## src/rtl/npu_issue_ctrl.sv

```systemverilog
// rtl/npu_issue_ctrl.sv - in-order command issue stage; perf counters built when NPU_ISSUE_PERF_EN is defined
module npu_issue_ctrl #(
    parameter int NUM_ENGINES = 6,
    parameter int CMD_W       = 64
) (
    input  logic                   clk,
    input  logic                   rst_n,
    input  logic                   start,
    input  logic                   in_valid,
    output logic                   in_ready,
    input  logic [1:0]             in_kind,
    input  logic [2:0]             in_engine_id,
    input  logic [CMD_W-1:0]       in_payload,
    input  logic [NUM_ENGINES-1:0] can_issue,
    input  logic                   all_idle,
    output logic                   issue_valid,
    output logic [2:0]             issue_engine_id,
    output logic [NUM_ENGINES-1:0] eng_cmd_valid,
    input  logic [NUM_ENGINES-1:0] eng_cmd_ready,
    output logic [CMD_W-1:0]       eng_cmd_payload,
    output logic                   running,
    output logic                   halt_pulse,
    output logic                   illegal_err,
    output logic [31:0]            issue_count,
    output logic [31:0]            stall_count
);

    typedef enum logic [2:0] {
        S_STOP,
        S_IDLE,
        S_DISPATCH,
        S_BARRIER,
        S_DRAIN
    } state_t;

    localparam logic [3:0] ENG_LIMIT = 4'(NUM_ENGINES);

    state_t           state;
    logic [2:0]       cmd_id;
    logic [CMD_W-1:0] cmd_payload;
    logic             fire;
    logic             accept;
    logic             id_legal;
    state_t           accept_next;
    logic             accept_illegal;

    // can_issue/eng_cmd_ready come from registered sources, so no path from in_valid reaches these.
    assign fire     = (state == S_DISPATCH) && can_issue[cmd_id] && eng_cmd_ready[cmd_id];
    assign in_ready = (state == S_IDLE) || fire;
    assign accept   = in_valid && in_ready;
    assign id_legal = {1'b0, in_engine_id} < ENG_LIMIT;

    always_comb begin
        accept_next    = S_IDLE;
        accept_illegal = 1'b0;
        case (in_kind)
            2'd0: begin
                if (id_legal) accept_next = S_DISPATCH;
                else          accept_illegal = 1'b1;
            end
            2'd1:    accept_next = S_BARRIER;
            2'd2:    accept_next = S_DRAIN;
            default: accept_illegal = 1'b1;
        endcase
    end

    always_comb begin
        eng_cmd_valid = '0;
        for (int i = 0; i < NUM_ENGINES; i++) begin
            eng_cmd_valid[i] = (state == S_DISPATCH) && (cmd_id == 3'(i)) && can_issue[i];
        end
    end

    always_ff @(posedge clk or negedge rst_n) begin
        if (!rst_n) begin
            state       <= S_STOP;
            cmd_id      <= '0;
            cmd_payload <= '0;
            halt_pulse  <= 1'b0;
            illegal_err <= 1'b0;
        end else begin
            halt_pulse <= 1'b0;
            case (state)
                S_STOP: begin
                    if (start) state <= S_IDLE;
                end
                S_IDLE, S_DISPATCH: begin
                    if (accept) begin
                        state <= accept_next;
                        if (accept_next == S_DISPATCH) begin
                            cmd_id      <= in_engine_id;
                            cmd_payload <= in_payload;
                        end
                        if (accept_illegal) illegal_err <= 1'b1;
                    end else if (fire) begin
                        state <= S_IDLE;
                    end
                end
                S_BARRIER: begin
                    if (all_idle) state <= S_IDLE;
                end
                S_DRAIN: begin
                    if (all_idle) begin
                        state      <= S_STOP;
                        halt_pulse <= 1'b1;
                    end
                end
                default: state <= S_STOP;
            endcase
        end
    end

    assign issue_valid     = fire;
    assign issue_engine_id = cmd_id;
    assign eng_cmd_payload = cmd_payload;
    assign running         = (state != S_STOP);

`ifdef NPU_ISSUE_PERF_EN
    always_ff @(posedge clk or negedge rst_n) begin
        if (!rst_n) begin
            issue_count <= '0;
            stall_count <= '0;
        end else begin
            if (fire) issue_count <= issue_count + 32'd1;
            if (((state == S_DISPATCH) && !fire) || ((state == S_BARRIER) && !all_idle))
                stall_count <= stall_count + 32'd1;
        end
    end
`else
    assign issue_count = '0;
    assign stall_count = '0;
`endif

endmodule

```

## config.mk

```make
export PLATFORM = sky130hd
export DESIGN_NAME = npu_issue_ctrl
export DESIGN_NICKNAME = d
export VERILOG_FILES = /design/src/rtl/npu_issue_ctrl.sv
export SDC_FILE = /design/constraint.sdc
export NUM_CORES = 1
export LEC_CHECK = 0
export BUFFER_PORTS_ARGS = -buffer_cell sky130_fd_sc_hd__buf_4
export CAP_MARGIN = 20
export CORE_UTILIZATION = 30
export CTS_BUF_LIST = sky130_fd_sc_hd__clkbuf_8
export DETAILED_ROUTE_END_ITERATION = 7
export GPL_TIMING_DRIVEN = 0
export SLEW_MARGIN = 20
export SYNTH_ARGS = -nofsm -noshare
export SYNTH_HDL_FRONTEND = slang
export SYNTH_SLANG_ARGS = --single-unit
```

## constraint.sdc

```tcl
create_clock -name clk -period 3.7 [get_ports clk]
set_input_delay 0.37 -clock clk [delete_from_list [all_inputs] [get_ports clk]]
set_output_delay 0.37 -clock clk [all_outputs]
set_load 0.1 [all_outputs]
```

; ---- Word level (Yosys, flattened, before mapping)
; Cells that the tools add are included.
[totals]
register_bits = 72
latch_bits = 0
ram_bits = 0
mem_bits_ro = 0
in_bits = 86
output_inout_bits = 142
elab_cells = 64
memories = 0
[op_classes]
n_addsub = 0
multipliers = 0
div = 0
order_cmp = 2
eq_ne = 16
shift = 0
mux = 16
bitwise = 0
reduce_logical = 25
[op_table]
columns = cell, n
row1 = 3-bit by 2-bit == test with 1-bit output (second input constant), 5
row2 = 1-bit logical AND, 15
row3 = 3-bit two-way mux, 5
row4 = 3-bit one-hot mux with 4 select lines, 1
row5 = 3-bit == test (second input constant), 3
row6 = 3-bit one-hot mux with 3 select lines, 1
row7 = 1-bit binary-select mux with 3-bit select, 2
row8 = 3-bit by 1-bit == test with 1-bit output (second input constant), 2
row9 = 3-bit logical NOT, 2
row10 = 2-bit != test (second input constant), 3
row11 = 3-bit AND reduction, 2
row12 = 1-bit two-way mux, 5
row13 = 3-bit by 4-bit less-than comparator with 1-bit output (second input constant), 1
row14 = 4-bit AND reduction, 1
row15 = 2-bit OR reduction, 2
row16 = 3-bit less-than comparator (second input constant), 1
row17 = 3-bit != test (second input constant), 1
row18 = 3-bit nonzero test, 1
row19 = 2-bit by 1-bit == test with 1-bit output (second input constant), 1
row20 = 2-bit == test (second input constant), 1
row21 = 2-bit logical NOT, 1
row22 = 2-bit two-way mux, 1
row23 = 1-bit one-hot mux with 2 select lines, 1
row24 = 1-bit logical OR, 1

; ---- Depth between registers and ports, before layout
; Gate-level depths: netlist (run 1).
[logic_depth]
depth_word = 8
depth_mapped = 8
ltp_nobuf = 5

; ---- Worst setup path before layout (run 1)
; OpenSTA, ideal clock, no wires.
[synth_timing]
kind = register to output
start = register cmd_id[1], in the netlist issue_engine_id[1]
end = output eng_cmd_valid[2]
t_arrival_ps = 3722
required_ps = 3330
path_slack_ps = -392
stages_incl_launch_ff = 4
path_buffers = 0
path_cell_list = dfrtp_1 > nand2b_1 > or3_1 > nor3b_1
[synth_between]
elab_chain_len = 3
[synth_lines]
columns = element, line
row1 = from (decl), 39  ; logic [2:0] cmd_id;
row2 = from (signal assigned), 91  ; cmd_id <= in_engine_id;
row3 = 3-bit by 2-bit == test with 1-bit output, 70  ; eng_cmd_valid[i] = (state == S_DISPATCH) && (cmd_id == 3'(i)) && can_issue[i];
row4 = 1-bit logical AND (2 in a row), 70
row5 = to (decl), 18  ; output logic [NUM_ENGINES-1:0] eng_cmd_valid,
; No other way between the ends.

; ---- Worst setup path in the final report (run 1)
[layout_timing]
start = register state[1]
end = output eng_cmd_valid[4]
[layout_between]
elab_chain_len = 3
[layout_lines]
columns = element, line
row1 = from (decl), 38  ; state_t state;
row2 = from (signal assigned), 89  ; state <= accept_next;
row3 = 3-bit by 2-bit == test with 1-bit output, 70
row4 = 1-bit logical AND (2 in a row), 70
; No other way between the ends.

==> results of run 1 <==
[worst max-delay path: stages, from the launching register on]
cell,delay [ns]
dfrtp_1,0.35
clkbuf_1,0.32
nand2b_1,0.19
or3_1,0.39
nor3b_1,0.22
buf_4,0.33
[cells by family (layout without fill, tap and decap cells)]
kind of cell           after synthesis  count (layout)  share of synthesized area (%)
buffers and inverters               78             257                           16.3
AND/OR/NAND/NOR                     42              42                           5.82
flip-flops                          72              72                           50.8
multiplexers                        72              72                           22.7
other                                1              64                          0.106
AO/OA/AOI/OAI                       18              18                           4.34
[area by class of cell]
| cell class | count | area [µm²] |
|---|---|---|
| Timing Repair Buffer | 163 | 1220 |
| Tap cell | 143 | 179 |
| Inverter | 3 | 11.3 |
| Buffer | 75 | 567 |
| Clock buffer | 10 | 138 |
| Clock inverter | 6 | 115 |
| Multi-Input combinational cell | 196 | 1420 |
| Fill cell | 1053 | 6020 |
| Sequential cell | 72 | 1800 |
[flip-flops by register name, summed over array words and instances (netlist names)]
signal and count:
eng_cmd_payload 64, issue_engine_id 3, state 3, halt_pulse 1, illegal_err 1
[routing by layer]
layer / vias to the layer above / share of wire (%) / global-route usage, %
met5: - / 0 / 0
met4: 0 / 0.96 / 5.33
met3: 4 / 14 / 7.93
met2: 169 / 45 / 21.6
met1: 1252 / 39 / 16.8
li1: 1309 / - / -
[metrics by stage]
stage          TNS [ns]  utilization [%]  area [µm²]  std cells
3_3_place_gp          0             45.3        5200        652
6_report              0             47.5        5450        668
2_1_floorplan    -0.391                -        3790        346
4_1_cts               0             47.5        5450        668
3_5_place_dp          0             45.3        5200        652
5_1_grt               0             47.5        5450        668
[worst max path at each step]
| stage | to | slack, ns | cells after the start |
|---|---|---|---|
| floorplan | eng_cmd_valid[4] | -0.39 | 3 |
| global placement | eng_cmd_payload[55] | 1.16 | 7 |
| detailed placement | eng_cmd_payload[56] | 1.14 | 7 |
| CTS | eng_cmd_payload[57] | 1.12 | 7 |
| global route | eng_cmd_valid[4] | 1.02 | 5 |
| finish | eng_cmd_valid[4] | 1.20 | 5 |
[synth_stat cells (3+ instances only)]
library cell	n
dfrtp_1	72
buf_4	68
mux2_2	37
mux2_1	30
nand2_1	10
nor2_1	10
mux2i_1	5
nand2b_1	5
nor3_1	5
buf_6	4
a21oi_1	3
clkbuf_1	3
inv_1	3
o21ai_0	3
o22ai_1	3
or3_1	3
==> flow_summary.toml, run 1 <==
[yosys]
synth.distinct_cells = 32
synth.area.top_cells = "dfrtp_1, buf_4, mux2_2"
synthArstFlopShare_pct = 100
synth.top_cell.area_share_pct = 50.8
yosys_most_used_dff = "dfrtp_1"
netlist_area_um2 = 3550
synth_edf_count = 0
yosysWarnings = 0
avgSynthCellArea_um2 = 12.5
yosysTopAreaCell = "dfrtp_1"
ys_ff_latch = 72
syn_inst = 283
ys_seq_area_share_pct = 50.8

[worst_setup_path]
endpoint_kind = "primary output"
crit_fanout = 10
start_kind = "register"
r2r-start = "issue_engine_id[2]"
rrSetupSlack_ns = 1.21
r2r-end = "eng_cmd_payload[57]"
arrival_ns = 2.13
crit_type = "reg -> out"
reg2reg_depth = 7
cp-startpoint = "state[1]"
worstPathRequired_ns = 3.33

[clock_tree]
cts-root-buf = "clkbuf_8"
path_clk_slew_ns = 0.08
cts_resized = 0
holdBufCountCts = 0
cts_buffers = 9
clkLatencyLatePin_ns = 0.34
clock-sinks = 72
cts_tree = "built"
cts_buffer_depth = 2
cts_setup_buffers = 0
h-tree-depth = 3

[timing]
min_period_over_period_pct = 67.6
finalSetupViolCount = 0
rsz0062_at_grt = "false"
whs_ns = 0.158
hold_viol = 0
worst-slew-pin-transition_ns = 0.920
finalWorstSetupSlack_ns = 1.20
drv_slew = 0
fmax_mhz = 400
skew_ns = 0.00614
min_period_ns = 2.50
maxSlewHeadroom_pct = 38.6

[grt]
grt_use_total_pct = 14.2
grt_max_degree = 73
grt_pass1_vias = 2719
antenna_found_initial = 0
overflow = 0
grt_pass1_wl_um = 13800

[die]
die_h_um = 111
start_util_pct = 30.9
pin_count = 228
die_area_um2 = 12300
rows = 39
fp.dieW_um = 111
core-area_um2 = 11500

[final_layout]
drive_above_1_share_pct = 56.0
layout.nets = 606
final_common_cell = "buf_4"
n_antenna_cell = 0
most-common-layout-cells = "buf_4, dfrtp_1, conb_1"
area_growth_pct = 53.6

[job]
cap_violations = 0

[placement]
place_ws_ns = 1.14
port_buffers = 163
gp_congestion = 0.753
hpwl_um = 6600

[route]
viasPerCell = 4.09
drc = 0
wire_per_inst_um = 12.8
drt-total-wl_um = 8570
vias = 2734
ant_nets = 0
drtIter0Drc = 70
drt-pass1-iter-count = 4

[min_path]
hold_class = "in -> async"

[outcome]
status = "completed"
Power of run 1 is not shown: default switching activity piles up to over one toggle a cycle in this logic, so the estimate is an artifact.
==> run 2: changes to the inputs <==
Clock period 3.7 ns to 2.25 ns, I/O delays scaled along.
==> run 2 against run 1 <==
Effect of this change:
- the run now ends with setup timing left
- highest routed layer unchanged
- sequential share of layout area is 2.6 points lower
- largest cell class is now non-clock buffers
- routed wire length is 7.1% higher
- core utilization is 4.3 points higher
- clock skew is 0.0038 ns higher
==> flow_summary.toml, run 2 (synthesized netlist as in run 1, its figures left out) <==
[worst_setup_path]
cp_slowest_cell = "dfrtp_4"
rrSetupSlack_ns = -0.16
arrival_ns = 2.65
critPathMaxStageDelay_ns = 0.50
worstPathRequired_ns = 2.49
start_kind = "register"
crit_fanout = 7
crit_type = "reg -> reg"
endpoint_kind = "register"
cp_num_buf_inv = 3
crit_family = "compound AO/OA/AOI/OAI gates"
path_cells = "buf_8, mux2i_1, o22ai_2, o221ai_4, a2111oi_4, buf_6, buf_4, mux2_2"

[route]
drt-total-wl_um = 9180
viasPerCell = 4.13
drt-pass1-iter-count = 4
drtIter0Drc = 142
vias = 2807
ant_nets = 0
drc = 0
wire_per_inst_um = 13.5

[clock_tree]
holdBufCountCts = 0
cts-root-buf = "clkbuf_8"
path_clk_slew_ns = 0.07
cts_buffers = 9
clock-sinks = 72
cts_buffer_depth = 2
cts_tree = "built"
clkLatencyLatePin_ns = 0.35
h-tree-depth = 3

[die]
pin_count = 228
die_area_um2 = 12300
fp.dieW_um = 111
rows = 39
die_h_um = 111
start_util_pct = 30.9
core-area_um2 = 11500

[timing]
drv_slew = 0
worst-slew-pin-transition_ns = 0.903
fmax_mhz = 415
hold_viol = 0
whs_ns = 0.0150
rsz0062_at_grt = "true"
skew_ns = 0.00995
maxSlewHeadroom_pct = 39.8
min_period_ns = 2.41
finalWorstSetupSlack_ns = -0.160
finalSetupViolCount = 69
min_period_over_period_pct = 107

[final_layout]
drive_above_1_share_pct = 63.1
final_common_cell = "buf_4"
n_fill_cell = 1058
largest_reg_flops = 64
most-common-layout-cells = "buf_4, dfrtp_1, conb_1"
n_antenna_cell = 0
layout.nets = 619
area_growth_pct = 67.6
stdcell_count = 680

[grt]
antenna_found_initial = 0
grt_max_degree = 73
grt_use_total_pct = 15.0
overflow = 0
grt_pass1_vias = 2867
grt_pass1_wl_um = 14600

[outcome]
status = "finished, violations left"
violations = "setup timing"

[placement]
dp_cells = 652
gp_congestion = 0.739
port_buffers = 163
hpwl_um = 6580

[job]
cap_violations = 0

[min_path]
hold_class = "in -> async"
==> run 2: cell count changes in the layout (fill, tap and decap cells not counted), moves of 3 or more <==
| cell | before | now |
|---|---|---|
| clkbuf_1 | 3 | 0 |
| nor2_4 | 0 | 5 |
| nor2_1 | 10 | 4 |
| buf_12 | 0 | 7 |
| mux2_2 | 37 | 13 |
| mux2_1 | 30 | 16 |
| mux2_4 | 0 | 38 |
| dfrtp_4 | 0 | 3 |
| buf_8 | 0 | 5 |
| dfrtp_1 | 72 | 69 |
==> run 2: timing repair <==
action / 4_1_cts / 5_1_grt
gates cloned: 1 / 2
pin swaps: 1 / 0
setup endpoints to repair: 74 / 74
resized for setup: 61 / 18
setup buffers: 5 / 5
==> run 2: final cells by class <==
| class | count | area [µm²] | area share, % |
|---|---|---|---|
| inverter | 3 | 11.3 | 0.189 |
| timing repair buffer | 176 | 1440 | 24.1 |
| clock buffer | 11 | 151 | 2.55 |
| buffer | 75 | 627 | 10.5 |
| multi-input combinational | 196 | 1680 | 28.3 |
| sequential | 72 | 1810 | 30.5 |
| clock inverter | 4 | 46.3 | 0.778 |
| tap | 143 | 179 | 3.01 |
==> run 2: through the flow <==
stage	setup WS (ns)	setup TNS, ns	utilization [%]	cell area, µm²
CTS	-0.112	-4.11	50.5	5790
global route	-0.283	-15.84	51.9	5950
global placement	-0.312	-16.15	46.2	5290
detailed placement	-0.328	-16.20	46.2	5290
finish	-0.160	-7.73	51.9	5950
floorplan	-0.205	-10.66	-	3890
==> run 2: worst reg2reg max path: stages, from the launching register on <==
cell and delay [ns]:
dfrtp_4 0.50, buf_8 0.15, mux2i_1 0.13, o22ai_2 0.23, o221ai_4 0.16, a2111oi_4 0.40
buf_6 0.23, buf_4 0.18, mux2_2 0.33
==> run 2: final timing paths <==
path / cells past startpoint / to / from
min in group clk: 2 / eng_cmd_payload[51] / in_payload[51]
min: 1 / eng_cmd_payload[22] / rst_n
max in group asynchronous: 1 / issue_engine_id[1] / rst_n
min reg2reg: 2 / illegal_err / illegal_err
max: 8 / eng_cmd_payload[14] / issue_engine_id[0]
max reg2reg: 8 / eng_cmd_payload[14] / issue_engine_id[0]
==> run 2: layer usage <==
| metal | routed length (µm) | share of wire (%) | track usage [%] | up-vias |
|---|---|---|---|---|
| met5 | 0 | 0 | 0 | - |
| met4 | 113 | 1.2 | 6.40 | 0 |
| met3 | 891 | 9.7 | 5.52 | 9 |
| met2 | 4630 | 50 | 25.5 | 149 |
| met1 | 3540 | 39 | 16.9 | 1316 |
| li1 | - | - | - | 1333 |
Power of run 2 is left out for the same reason.
==> run 3: changes to the inputs <==
Settings changed: BUFFER_PORTS_ARGS -buffer_cell sky130_fd_sc_hd__buf_4 to -buffer_cell sky130_fd_sc_hd__buf_2.
==> run 3 against run 2 <==
Effect of this change:
- the flow still finishes with violations (setup timing)
- core utilization is 2.3 points lower
- count of clock-buffer cells in the layout shrank 2
- highest routed layer unchanged
- maximum frequency rose by 2.7%
- global-route usage down 0.44 points
- critical path type unchanged
==> flow_summary.toml, run 3 (synthesized netlist as in run 1, its figures left out) <==
[job]
cap_violations = 0

[worst_setup_path]
arrival_ns = 2.57
crit_family = "compound AO/OA/AOI/OAI gates"
path_cells = "nand2b_1, o22ai_2, o221ai_2, a2111oi_4, buf_4, buf_12, buf_12, mux2_1"
cpMostUsedCell = "buf_12"
cp_num_buf_inv = 3
cp_slowest_cell = "dfrtp_4"
critPathMaxStageDelay_ns = 0.50
worstPathRequired_ns = 2.48
endpoint_kind = "register"
start_kind = "register"
crit_fanout = 10
crit_type = "reg -> reg"

[clock_tree]
clock-sinks = 72
cts_tree = "built"
cts_buffers = 9
cts-root-buf = "clkbuf_8"
h-tree-depth = 3
clkLatencyLatePin_ns = 0.34
path_clk_slew_ns = 0.08
cts_buffer_depth = 2

[timing]
min_period_over_period_pct = 104
rsz0062_at_grt = "true"
hold_viol = 0
drv_slew = 0
finalSetupViolCount = 68
whs_ns = 0.0969
fin_tns_setup_ns = -4.33
skew_ns = 0.00967
min_period_ns = 2.35
fmax_mhz = 426
finalWorstSetupSlack_ns = -0.0970

[route]
drt-total-wl_um = 8920
drt-pass1-iter-count = 4
viasPerCell = 4.14
wire_per_inst_um = 13.0
vias = 2834
drc = 0
ant_nets = 0
drtIter0Drc = 51

[placement]
gp_congestion = 0.753
port_buffers = 163
dpl-instance-area_um2 = 4910
place_ws_ns = -0.350
hpwl_um = 6350

[grt]
overflow = 0
grt_use_total_pct = 14.6
grt_pass1_vias = 2838
antenna_found_initial = 0
grt_max_degree = 51
grt_pass1_wl_um = 14200

[die]
die_area_um2 = 12300
rows = 39
fp.dieW_um = 111
die_h_um = 111
pin_count = 228
core-area_um2 = 11500
start_util_pct = 30.9

[min_path]
hold_class = "in -> reg"

[outcome]
status = "finished, violations left"
violations = "setup timing"

[final_layout]
design_area_um2 = 5680
most-common-layout-cells = "buf_2, buf_4, dfrtp_1"
final_common_cell = "buf_2"
area_growth_pct = 60.0
drive_above_1_share_pct = 64.6
n_antenna_cell = 0
largest_reg_flops = 64
n_fill_cell = 1048
layout.nets = 623
## run 3: changes by cell type in the layout (fill, tap and decap cells not counted), moves of 2 or more
cell      delta
buf_4      -157
buf_2      +152
mux2_4       +8
mux2_1       -7
buf_6        +5
buf_12       +2
clkbuf_8     -2
inv_6        +2
## run 3: per-layer routing
| layer | global-route usage [%] | vias up | routed length, µm |
|---|---|---|---|
| li1 | - | 1347 | - |
| met1 | 16.3 | 1323 | 3570 |
| met2 | 25.3 | 154 | 4450 |
| met3 | 4.81 | 10 | 777 |
| met4 | 5.96 | 0 | 116 |
| met5 | 0 | - | 0 |
## run 3: cell type report
type                       count  area (µm²)  area share [%]
inverter                       3        11.3           0.198
buffer                        75         641            11.3
multi-input combinational    196        1680            29.6
timing repair buffer         180        1130            20.0
clock inverter                 7        93.8            1.65
clock buffer                   9         124            2.18
sequential                    72        1810            31.9
tap                          143         179            3.15
## run 3: stage by stage
step / cells / util [%]
floorplan: 346 / -
global placement: 652 / 42.6
detailed placement: 653 / 42.9
CTS: 684 / 48.4
global route: 685 / 49.5
finish: 685 / 49.5
## run 3: path summary, 6_finish.rpt
kind                                    start                   to  slack [ns]  depth (start not counted)
setup / recovery           issue_engine_id[1]  eng_cmd_payload[52]        -0.1                          8
max in group asynchronous               rst_n  eng_cmd_payload[58]        1.36                          3
hold / removal                 in_payload[62]  eng_cmd_payload[62]         0.1                          2
min in group asynchronous               rst_n  eng_cmd_payload[25]        0.34                          2
setup reg to reg           issue_engine_id[1]  eng_cmd_payload[52]        -0.1                          8
hold reg to reg                   illegal_err          illegal_err        0.48                          2
## run 3: timing repair
item,in CTS,in global routing
resized for setup,73,27
gates cloned,3,1
endpoints found under the setup margin,75,73
setup buffers,11,0
endpoints found under the hold margin,22,0
pin swaps,3,3
hold buffers,1,0
Power of run 3 is left out for the same reason.
